## src/rtl/dual_da_rom_sched.sv

```systemverilog
// dual_da_rom_sched: shares one single-port waveform ROM between two DDS
// channels by alternating issue slots, then routes returned data to the
// matching DA output. Configuration is double-buffered per channel.
module dual_da_rom_sched #(
  parameter int ADDR_W   = 10,
  parameter int DATA_W   = 10,
  parameter int ACC_W    = 32,
  parameter int RD_LAT   = 2,
  parameter int MIDSCALE = 512
) (
  input  logic              clk,
  input  logic              rst,
  input  logic              ch0_en,
  input  logic              ch1_en,
  input  logic [ACC_W-1:0]  ch0_fword,
  input  logic [ACC_W-1:0]  ch1_fword,
  input  logic [ADDR_W-1:0] ch0_poff,
  input  logic [ADDR_W-1:0] ch1_poff,
  input  logic              cfg_load,
  input  logic              phase_sync,
  output logic [ADDR_W-1:0] rom_addr,
  input  logic [DATA_W-1:0] rom_data,
  output logic              da_clk0,
  output logic [DATA_W-1:0] da_data0,
  output logic              da_clk1,
  output logic [DATA_W-1:0] da_data1
);

  localparam logic [DATA_W-1:0] MID = DATA_W'(MIDSCALE);
  localparam int                LAST = RD_LAT - 1;

  // slot=0: channel 0 owns this edge's ROM issue, slot=1: channel 1
  logic              slot;

  logic [ACC_W-1:0]  acc0, acc1;
  logic [ACC_W-1:0]  fw_act0, fw_act1, fw_pend0, fw_pend1;
  logic [ADDR_W-1:0] po_act0, po_act1, po_pend0, po_pend1;
  logic              pend0, pend1, sync0, sync1;

  logic [RD_LAT-1:0] tag_vld, tag_ch, tag_idle;

  logic              iss_en, iss_pend, iss_sync;
  logic [ACC_W-1:0]  iss_acc, iss_fw, acc_base, acc_next;
  logic [ADDR_W-1:0] iss_po, iss_addr;
  logic              cap0, cap1;

  // Select the issuing channel and resolve pending config / sync for it.
  // A pending load or sync only exists here if it was registered on an
  // earlier edge, so a load coinciding with an issue uses the old values.
  always_comb begin
    iss_en   = slot ? ch1_en : ch0_en;
    iss_pend = slot ? pend1 : pend0;
    iss_sync = slot ? sync1 : sync0;
    iss_acc  = slot ? acc1 : acc0;
    iss_fw   = slot ? (pend1 ? fw_pend1 : fw_act1) : (pend0 ? fw_pend0 : fw_act0);
    iss_po   = slot ? (pend1 ? po_pend1 : po_act1) : (pend0 ? po_pend0 : po_act0);
    acc_base = iss_sync ? '0 : iss_acc;
    iss_addr = acc_base[ACC_W-1 -: ADDR_W] + iss_po;
    acc_next = iss_en ? acc_base + iss_fw : '0;
  end

  assign cap0 = tag_vld[LAST] && !tag_ch[LAST];
  assign cap1 = tag_vld[LAST] &&  tag_ch[LAST];

  // Shadow capture: last cfg_load before application wins.
  always_ff @(posedge clk or posedge rst) begin
    if (rst) begin
      fw_pend0 <= '0;
      fw_pend1 <= '0;
      po_pend0 <= '0;
      po_pend1 <= '0;
    end else if (cfg_load) begin
      fw_pend0 <= ch0_fword;
      fw_pend1 <= ch1_fword;
      po_pend0 <= ch0_poff;
      po_pend1 <= ch1_poff;
    end
  end

  // Slot alternation, ROM address issue, accumulators and per-channel flags.
  // A new cfg_load/phase_sync on the issuing edge re-arms the flag for the
  // following issue, so set has priority over the clear.
  always_ff @(posedge clk or posedge rst) begin
    if (rst) begin
      slot     <= 1'b0;
      rom_addr <= '0;
      acc0     <= '0;
      acc1     <= '0;
      fw_act0  <= '0;
      fw_act1  <= '0;
      po_act0  <= '0;
      po_act1  <= '0;
      pend0    <= 1'b0;
      pend1    <= 1'b0;
      sync0    <= 1'b0;
      sync1    <= 1'b0;
    end else begin
      slot     <= ~slot;
      rom_addr <= iss_addr;
      if (!slot) begin
        acc0 <= acc_next;
        if (iss_pend) begin
          fw_act0 <= fw_pend0;
          po_act0 <= po_pend0;
        end
        pend0 <= cfg_load;
        sync0 <= phase_sync;
        pend1 <= pend1 | cfg_load;
        sync1 <= sync1 | phase_sync;
      end else begin
        acc1 <= acc_next;
        if (iss_pend) begin
          fw_act1 <= fw_pend1;
          po_act1 <= po_pend1;
        end
        pend1 <= cfg_load;
        sync1 <= phase_sync;
        pend0 <= pend0 | cfg_load;
        sync0 <= sync0 | phase_sync;
      end
    end
  end

  // Tag pipe tracks which channel each in-flight ROM read belongs to.
  always_ff @(posedge clk or posedge rst) begin
    if (rst) begin
      tag_vld  <= '0;
      tag_ch   <= '0;
      tag_idle <= '0;
    end else begin
      tag_vld[0]  <= 1'b1;
      tag_ch[0]   <= slot;
      tag_idle[0] <= ~iss_en;
      for (int i = 1; i < RD_LAT; i++) begin
        tag_vld[i]  <= tag_vld[i-1];
        tag_ch[i]   <= tag_ch[i-1];
        tag_idle[i] <= tag_idle[i-1];
      end
    end
  end

  // DA outputs: capture on the returning tag, drop da_clk with new data so
  // its rising edge lands in the middle of the data window.
  always_ff @(posedge clk or posedge rst) begin
    if (rst) begin
      da_data0 <= MID;
      da_data1 <= MID;
      da_clk0  <= 1'b0;
      da_clk1  <= 1'b0;
    end else begin
      if (cap0) begin
        da_data0 <= tag_idle[LAST] ? MID : rom_data;
        da_clk0  <= 1'b0;
      end else begin
        da_clk0  <= 1'b1;
      end
      if (cap1) begin
        da_data1 <= tag_idle[LAST] ? MID : rom_data;
        da_clk1  <= 1'b0;
      end else begin
        da_clk1  <= 1'b1;
      end
    end
  end

endmodule

```

## config.mk

```make
export PLATFORM = sky130hd
export DESIGN_NAME = dual_da_rom_sched
export DESIGN_NICKNAME = d
export VERILOG_FILES = /design/src/rtl/dual_da_rom_sched.sv
export SDC_FILE = /design/constraint.sdc
export NUM_CORES = 1
export LEC_CHECK = 0
export ABC_AREA = 1
export CAP_MARGIN = 0
export CORE_UTILIZATION = 60
export CTS_CLUSTER_SIZE = 12
export DETAILED_ROUTE_END_ITERATION = 8
export PLACE_DENSITY = 0.83
export SLEW_MARGIN = 20
export SYNTH_ARGS = -nofsm -noshare
export SYNTH_HDL_FRONTEND = slang
export SYNTH_SLANG_ARGS = --single-unit
```

## constraint.sdc

```tcl
create_clock -name clk -period 19.46 [get_ports clk]
set_input_delay 2.919 -clock clk [delete_from_list [all_inputs] [get_ports clk]]
set_output_delay 2.919 -clock clk [all_outputs]
set_load 0.1 [all_outputs]
```

# Yosys cells after proc, flatten, opt, wreduce, memory -nomap -nowiden
# Index checks and enable logic that the tools add are counted.
# word_totals
output_inout_bits,32
reg_bits,275
inputBits,100
wordCells,55
# classes
n_mux,19
reduce_logical,5
add_sub_neg,2
n_bitwise,6
# op_table
operator,count
32-bit 2-to-1 mux,6
10-bit 2-to-1 mux,4
32-bit adder,1
10-bit adder,1
1-bit 2-to-1 mux,9
1-bit bitwise OR,4
2-bit AND reduction,2
1-bit logical AND,2
1-bit inverter,2
1-bit zero test,1

# Depth between registers and ports, before layout
# logic_depth
ltp_word,4
ltp_mapped,21
depth_no_buf,20

# Worst setup path after synthesis
# Ideal clock, no wire load.
# synth_timing
path_type,in2reg
from,in cfg_load
to,reg fw_pend1[0]
setup_ps,66
arrival_ps,3756
slack_ps,15639
stages,5
required_ps,19394
n_path_buf,3
path_cell_list,clkbuf_1 -> buf_2 -> clkbuf_1 -> nand2_1 -> nand2_1
# synth_rtl
element,line,rtl
from (decl),19,"input logic cfg_load,"
to (signal assigned),74,fw_pend1 <= ch1_fword;
to (decl),36,"logic [ACC_W-1:0] fw_act0, fw_act1, fw_pend0, fw_pend1;"

# Worst setup path in the final report
# layout_timing
from,reg da_data1[9]
to,out da_data1[9]
# layout_rtl
element,line,rtl
from (decl),26,output logic [DATA_W-1:0] da_data1
from (signal assigned),158,da_data1 <= tag_idle[LAST] ? MID : rom_data;
# No word-level cell between the ends.

==> flow_metrics.tcl <==
set metrics [dict create \
    synth_area_um2 14100 \
    yosysMostFrequentCell "nand2_1" \
    area_growth_pct 16.8 \
    dr.pass1.iters 5 \
    timing.hold.ws_ns 0.348 \
    synth_ff_type "dfrtp_1" \
    antenna_found_initial 0 \
    grt_pass1_vias 11800 \
    grt_pass1_wl_um 56900 \
    clock-sinks 275 \
    async_flop_share 1.00 \
    drive_gt1_frac 0.0347 \
    ff2ff_path_depth 19 \
    io_pins 132 \
    clk_path_buf_depth 3 \
    postSynthAreaPerCell_um2 7.35 \
    io_buffers 131 \
    ys_seq_elements 275 \
    syn_nets 2067 \
    yosys.area.top_type "dfrtp_1" \
    routedWlPerCell_um 14.6 \
    tns_ns 0 \
    period_share 0.263 \
    pre_cts_slack_ns 13.41 \
    timing.slew.headroom 0.344 \
    yosysTopAreaCellShare 0.483 \
    worst-setup-path-type "register to output port" \
    antenna_left 0 \
    drt_iter0_markers 962 \
    ys_seq_area_frac 0.487 \
    setup_ws_ns 14.34 \
    htree_levels 1 \
    cts_resized 0 \
    grt_max_degree 118 \
    min_period_ns 5.12 \
    synth.distinct_cells 37 \
    hold_path_startpoint "tag_vld[0]$_DFF_PP0_" \
    final_area_um2 16500 \
    whs_path_depth 0 \
    synthCells 1925 \
    diodes 0 \
    routed_wirelength_um 34500 \
    tightestPinTransition_ns 0.981 \
    place_area_um2 15600 \
    via_per_inst 5.27 \
    die_area_um2 24200 \
    crit_path_cell_trace "clkdlybuf4s50_1" \
    fin_skew_ns 0.0244 \
    dr_total_vias 12400 \
    hold_end "tag_vld[1]$_DFF_PP0_" \
    path_buf_inv 1 \
    rrSetupSlack_ns 15.43 \
    crit-reg2reg-launch "slot$_DFF_PP0_" \
    worstSetupEndpointType "output port" \
    crit_path_top_delay_cell "clkdlybuf4s50_1" \
    die_h_um 156 \
    setup_viol 0 \
    synth_common_cells "916 x nand2_1, 273 x dfrtp_1, 247 x inv_1, 107 x o21ai_0, 72 x nor2_1" \
    drc_errors 0 \
    hold_path.class "register to register" \
    reg2reg_to "acc1[20]$_DFFE_PP0P_" \
    startpoint_type "register" \
    place_congestion 0.922 \
    yosysWarnings 0 \
    critical_path_arrival_ns 2.20 \
    overflow 0 \
    start_util 0.619 \
    die_x_um 156 \
    cts-root-buf "clkbuf_16" \
    fillers 1809 \
    critPathMaxStageDelay_ns 1.13 \
    cts_made_buffers 29 \
    status "complete, no violations" \
    pwr_density_cell_nw_per_um2 86.3 \
    maxCapViolations 0 \
    drv_slew 0 \
    multi_input_area_um2 6000 \
    clk_latency_ns 0.57 \
    synth_edf_count 0 \
    rsz0062_at_grt "false" \
    hold_violations 0 \
    postCtsSetupRepairBufs 0 \
    peakVddDrop_uv 63.3 \
    synth_area_leaders "dfrtp_1 48%, nand2_1 24%, inv_1 6.6%" \
    cts_tree "done" \
    leakagePower_nw 9.06 \
    row_count 55 \
    cp_data_required_time_ns 16.54 \
    track_usage 0.295 \
    path_delay_family "buffers and inverters" \
    design.core.area_um2 22800 \
    cts_hold_buf 0 \
    nets 2168 \
    worstPathMaxFanout 2 \
    fmax_mhz 195 \
    dp_hpwl_um 24000 \
    clk_pin_slew_ns 0.06 \
    seq_area_um2 6890 \
    startpoint "da_data1[9]$_DFFE_PP1P_" \
]
worst register-to-register path, delay by kind of cell, from the launching register on:
family | cells | cell delay, ns
buffers and inverters | 6 | 1.38
and+or+nand+nor | 9 | 1.13
adders and majority gates | 2 | 0.64
DFF | 1 | 0.48
AOI/OAI and AO/OA | 2 | 0.33
power breakdown:
group	internal [mW]	switching (mW)	leakage [nW]
sequential	0.629	0.0265	3.42
clock	0.290	0.226	0.427
combinational	0.0819	0.172	5.21
total	1.00	0.425	9.06
stage by stage:
step           power (mW)  std cells   util
3_3_place_gp        0.908       2308  0.684
2_1_floorplan       0.838       1925      -
3_5_place_dp        0.917       2308  0.684
4_1_cts              1.43       2358  0.723
6_report             1.43       2358  0.723
5_1_grt              1.49       2358  0.723
final cells by class:
cell class,count,share of cell area
sequential,275,0.417
multi-input combinational,1324,0.364
timing repair buffer,144,0.0852
inverter,252,0.0577
tap,313,0.0237
clock inverter,7,0.00318
clock buffer,43,0.0496
worst max-delay path by stage:
stage                               endpoint  slack (ns)  cells after the start
floorplan                acc0[0]$_DFFE_PP0N_        8.96                      1
global placement    fw_pend1[18]$_DFFE_PP0P_       13.44                      4
detailed placement   fw_act0[18]$_DFFE_PP0P_       13.41                      4
CTS                  fw_act1[19]$_DFFE_PP0P_       13.99                      4
global route         fw_act1[19]$_DFFE_PP0P_       14.01                      4
finish                           da_data1[9]       14.34                      1
sequential cells by signal, indices dropped and copies added (netlist names):
name      flops
po_pend1     10
rom_addr     10
po_act0      10
da_data1     10
da_data0     10
tag_ch        2
pend0         1
fw_pend1     32
da_clk1       1
po_act1      10
fw_pend0     32
fw_act1      32
tag_vld       2
fw_act0      32
sync0         1
acc1         32
pend1         1
po_pend0     10
sync1         1
da_clk0       1
tag_idle      2
slot          1
acc0         32
cell usage in the layout (no fill, tap or decap), types with 2 or more instances in the layout:
master             n
a21o_1             2
a21oi_1           38
and3_1             2
buf_4             12
clkbuf_1          10
clkbuf_16         29
clkbuf_8           4
clkdlybuf4s50_1  130
clkinv_2           5
dfrtp_1          272
dfstp_2            2
fa_1               2
ha_1              40
inv_1            245
inv_2              5
nand2_1          916
nand3_1           38
nand4_1           24
nor2_1            71
nor2_2             2
o2111ai_1         39
o211ai_1           2
o21ai_0          107
o21ai_1            9
o21bai_1           2
o22ai_1            7
or2_2              2
xnor2_1            5
xor2_1             8
cells by family (layout without fill, tap and decap cells):
kind of cell,Yosys count,after routing,share of synthesized area
AND/OR/NAND/NOR,1059,1059,0.291
flip-flops,275,275,0.487
other,1,1,0.000265
buffers and inverters,326,446,0.0888
XOR/XNOR,13,13,0.00805
adder cells (fa/ha/maj),42,42,0.0382
AO/OA/AOI/OAI,209,209,0.0872
metal layers:
metal  up-vias  GRT usage  share of wire
met5         -          0              0
met4         0     0.0929          0.027
met3        72     0.0398          0.063
met2       413      0.523           0.49
met1      5779      0.376           0.42
li1       6160          -              -
(Power assumes the default switching activity.)
